==> src/rtl/fir_mac_seq.sv <==
// Sequential FIR multiply-accumulate: one signed DWxDW product per cycle over a tap snapshot.
// Optional output saturation is enabled by defining FIR_OUT_SAT_EN (default: two's complement wrap).
module fir_mac_seq #(
    parameter int unsigned NTAPS     = 15,
    parameter int unsigned DW        = 16,
    parameter int unsigned ACCW      = 36,
    parameter int unsigned OUT_SHIFT = 15
) (
    input  logic                clk,
    input  logic                reset,
    input  logic                sample_valid,
    input  logic [NTAPS*DW-1:0] taps_in,
    input  logic                coef_we,
    input  logic [3:0]          coef_addr,
    input  logic [DW-1:0]       coef_data,
    output logic [DW-1:0]       y_out,
    output logic                y_valid,
    output logic                busy,
    output logic                overrun
);

    localparam int unsigned IW = (NTAPS > 1) ? $clog2(NTAPS) : 1;

    typedef enum logic [1:0] {
        StIdle,
        StRun,
        StOut
    } state_t;

    state_t state_q, state_d;

    logic signed [DW-1:0]   snap_q [NTAPS];
    logic signed [DW-1:0]   coef_q [NTAPS];
    logic signed [ACCW-1:0] acc_q;
    logic        [IW-1:0]   idx_q;
    logic        [DW-1:0]   y_out_q;
    logic                   y_valid_q;
    logic                   overrun_q;

    logic                   accept;
    logic                   last;
    logic signed [2*DW-1:0] prod;
    logic signed [ACCW-1:0] acc_sum;
    logic signed [ACCW-1:0] shifted;
    logic        [DW-1:0]   y_red;

    always_ff @(posedge clk) begin
        if (reset) begin
            state_q <= StIdle;
        end else begin
            state_q <= state_d;
        end
    end

    always_comb begin
        state_d = state_q;
        accept  = 1'b0;
        last    = 1'b0;
        unique case (state_q)
            StIdle: begin
                if (sample_valid) begin
                    accept  = 1'b1;
                    state_d = StRun;
                end
            end
            StRun: begin
                if (idx_q == IW'(NTAPS - 1)) begin
                    last    = 1'b1;
                    state_d = StOut;
                end
            end
            StOut: begin
                if (sample_valid) begin
                    accept  = 1'b1;
                    state_d = StRun;
                end else begin
                    state_d = StIdle;
                end
            end
            default: state_d = StIdle;
        endcase
    end

    // The final tap's sum is reduced directly so y_valid lands in the OUT cycle.
    always_comb begin
        prod    = snap_q[idx_q] * coef_q[idx_q];
        acc_sum = acc_q + {{(ACCW - 2*DW){prod[2*DW-1]}}, prod};
        shifted = acc_sum >>> OUT_SHIFT;
`ifdef FIR_OUT_SAT_EN
        if (!shifted[ACCW-1] && (|shifted[ACCW-2:DW-1])) begin
            y_red = {1'b0, {(DW-1){1'b1}}};
        end else if (shifted[ACCW-1] && !(&shifted[ACCW-2:DW-1])) begin
            y_red = {1'b1, {(DW-1){1'b0}}};
        end else begin
            y_red = shifted[DW-1:0];
        end
`else
        y_red = shifted[DW-1:0];
`endif
    end

    always_ff @(posedge clk) begin
        if (reset) begin
            acc_q     <= '0;
            idx_q     <= '0;
            y_out_q   <= '0;
            y_valid_q <= 1'b0;
            overrun_q <= 1'b0;
            for (int i = 0; i < int'(NTAPS); i++) begin
                snap_q[i] <= '0;
                coef_q[i] <= '0;
            end
        end else begin
            y_valid_q <= last;
            if (last) begin
                y_out_q <= y_red;
            end
            if (state_q == StRun) begin
                acc_q <= acc_sum;
                idx_q <= idx_q + IW'(1);
                if (sample_valid) begin
                    overrun_q <= 1'b1;
                end
            end
            if (accept) begin
                acc_q <= '0;
                idx_q <= '0;
                for (int i = 0; i < int'(NTAPS); i++) begin
                    snap_q[i] <= taps_in[DW*i +: DW];
                end
            end
            if (coef_we && (state_q == StIdle) && (32'(coef_addr) < NTAPS)) begin
                coef_q[IW'(coef_addr)] <= coef_data;
            end
        end
    end

    assign y_out   = y_out_q;
    assign y_valid = y_valid_q;
    assign busy    = (state_q != StIdle);
    assign overrun = overrun_q;

endmodule

==> config.mk <==
export PLATFORM = sky130hd
export DESIGN_NAME = fir_mac_seq
export DESIGN_NICKNAME = d
export VERILOG_FILES = /design/src/rtl/fir_mac_seq.sv
export SDC_FILE = /design/constraint.sdc
export NUM_CORES = 2
export LEC_CHECK = 0
export ABC_AREA = 1
export BUFFER_PORTS_ARGS = -buffer_cell sky130_fd_sc_hd__clkbuf_2
export CAP_MARGIN = 20
export CORE_MARGIN = 2
export CORE_UTILIZATION = 40
export DETAILED_ROUTE_END_ITERATION = 8
export GPL_ROUTABILITY_DRIVEN = 0
export PLACE_DENSITY_LB_ADDON = 0.12
export SLEW_MARGIN = 10
export SYNTH_ARGS = -nofsm -noshare
export SYNTH_HDL_FRONTEND = slang
export SYNTH_SLANG_ARGS = --single-unit
export TNS_END_PERCENT = 100
==> constraint.sdc <==
create_clock -name clk -period 11.92 [get_ports clk]
set_input_delay 0.596 -clock clk [delete_from_list [all_inputs] [get_ports clk]]
set_output_delay 0.596 -clock clk [all_outputs]
set_load 0.02 [all_outputs]
==> results.md <==
* Die height at 306 um
* Max Cap Viol at 0
* R2R setup slack at 1.99 ns
* Initial detailed-routing violation count at approximately 2300
* Sinks on the clock net at between 500 and 600
* Die area at a little over 90000 um^2
* Placed cell area at around 39000 um^2
* N_diodes at 0
* Slowest CP cell: fa_1
* RSZ-0062 raised after global routing: false
* Via count at between 20000 and 30000
* Critical Path End Type: register
* Sequential-to-total area share from yosys stat at 0.441
* Leading area contributor after synthesis: edfxtp_1
* Asr flop ratio synth at 0
* Hold slack final at about 0.15 ns
* DR vias/cell at between 5 and 6
* Cell count after synthesis at approximately 4100
* # resized after CTS at 0
* Max-slew headroom at 0.238
* Slew Limit Fails at 0
* Total Wirelength at 109000 um
* Crit path DAT at about 10 ns
* Most frequent CP cell: fa_1
* CP max FO at ~200
* Total CTS buffers at 68
* Top post-synthesis cells by count: inv_1, nor2_1, nand2_1
* Die width at between 300 and 400 um
* CTS Root Cell: clkbuf_16
* Number of synthesized flops with an enable pin at between 400 and 500
* Clock skew at ~0.028 ns
* Core area at about 90000 um^2
* Worst hold path type: input pin to register
* Vias in the first global route at ~28000
* Largest net degree at the start of global routing at approximately 200
* Initial Util at 0.404
* Nets@finish at approximately 4900
* Clock latency on the worst-skew pair at about 0.64 ns
* Distinct cells, synth at ~50
* Fillcell total at about 8800
* Post-route cell area at between 40000 and 50000 um^2
* DRC viols at 0
* Gr ovfl total at 0
* Io pins at about 280
* Slew @ Worst Pin at around 1.1 ns
* Yosys reg bits at ~560
* Tmin final at 9.93 ns
* Final setup vio count at 0
* Antenna violations before repair at 4
* CTS clk-pin slew, worst paths at ~0.07 ns
* TNS Setup at 0 ns
* Crit path largest cell delay at between 0.9 and 1 ns
* Row count at 110
* Type of origin of the critical path: register
* CTS H-tree depth at 3
* Outcome: finished clean
* CP Data Required Time at 12.46 ns
* Routed WL per cell at ~20 um
* CTS hold repair buffers at 0
* Clock Tree Buf Depth at 3
* Area fraction of the dominant cell type after synthesis at 0.409
* GRT Util Overall at 0.235
* Final hold vios at 0
* Synth warnings at 0
* Ys flop type: edfxtp_1
* Hpwl dp at 75100 um
* DRT Pass-1 Iters at 6
* Mapped cell area at between 30000 and 40000 um^2
* Syn Area/Cell at around 9 um^2
* First-pass GRT wire length at 167000 um
* Worst setup path class: register to register
* Layout area overhead at 12.0%
* Tcrit/Tclk final at 0.833
* Layout cells sized above 1 at 0.109
* CTS tree: done
* Post-CTS Setup Inserts at 0
* Maximum clock rate at between 100 and 150 MHz
* Antenna Nets Post-Route at 0
* # port buffers at about 280
* Ranking of synthesized cells by area: edfxtp_1, fa_1, inv_1, nor2_1, nand2_1
==> final cells by class <==
type | count | area [um^2] | area share
multi-input cells | 2496 | 16300 | 0.400
clock inverters | 28 | 214 | 0.00524
repair buffers | 325 | 1840 | 0.0451
clock buffers | 93 | 1830 | 0.0447
inverters | 811 | 3060 | 0.0749
flip-flops and latches | 555 | 16100 | 0.394
well taps | 1176 | 1470 | 0.0360
==> path summary, 6_finish.rpt <==
check / start / endpoint / cells past startpoint
hold / removal: coef_data[1] / coef_q[15][1] / 1
hold reg to reg: overrun / overrun / 2
setup reg to reg: register / acc_q[30] / 35
setup / recovery: register / acc_q[30] / 35
==> metal layers <==
layer	track usage	vias up	wire [um]	share of wire
li1	-	13163	-	-
met1	0.319	13264	47400	0.43
met2	0.384	864	51500	0.47
met3	0.0398	166	6950	0.064
met4	0.0706	8	3100	0.028
met5	0	-	46	0.00042
==> critical path: cells and delay by family, from the launching register on <==
family | cells | cell delay, ns
AO/OA/AOI/OAI | 9 | 1.50
flip-flops | 1 | 0.72
buffers and inverters | 6 | 0.95
adder cells (fa/ha/maj) | 8 | 4.25
XOR/XNOR | 1 | 0.28
AND/OR/NAND/NOR | 11 | 1.95
==> sequential cells by signal, summed over array words and instances (netlist names), named ones only <==
| register | count |
|---|---|
| y_out | 16 |
| y_valid | 1 |
| overrun | 1 |
| state_q | 2 |
| idx_q | 4 |
| acc_q | 31 |
| coef_q | 256 |
| snap_q | 240 |
==> layout by cell type (no fill, tap or decap), drive strengths merged, types with 25 or more instances in the layout <==
cell type / netlist / routed
inv: 810 / 814
nor2: 805 / 805
nand2: 566 / 566
edfxtp: 496 / 496
clkbuf: 106 / 374
o21ai: 266 / 266
fa: 257 / 257
nand3: 121 / 121
ha: 115 / 115
a21oi: 103 / 103
o221ai: 72 / 72
dfxtp: 59 / 59
buf: 100 / 44
o211ai: 41 / 41
xor2: 30 / 30
o22ai: 25 / 25
==> kinds of logic after synthesis <==
family / synth area share
DFF: 0.441
other: 0.000103
xor gates and xnor gates: 0.0127
buffers and inverters: 0.113
and+or+nand+nor: 0.165
AOI/OAI and AO/OA: 0.0875
adders and majority gates: 0.181
==> per-stage QoR <==
step | instances | utilization | setup WS [ns]
6_report | 5484 | 0.453 | 1.99
5_1_grt | 5484 | 0.453 | 1.18
4_1_cts | 5483 | 0.453 | 1.95
3_5_place_dp | 5362 | 0.430 | 1.96
3_3_place_gp | 5361 | 0.430 | 2.10
2_1_floorplan | 4068 | - | 3.47
Power is not shown: default switching activity piles up to over one toggle a cycle in this logic, so the estimate is an artifact.
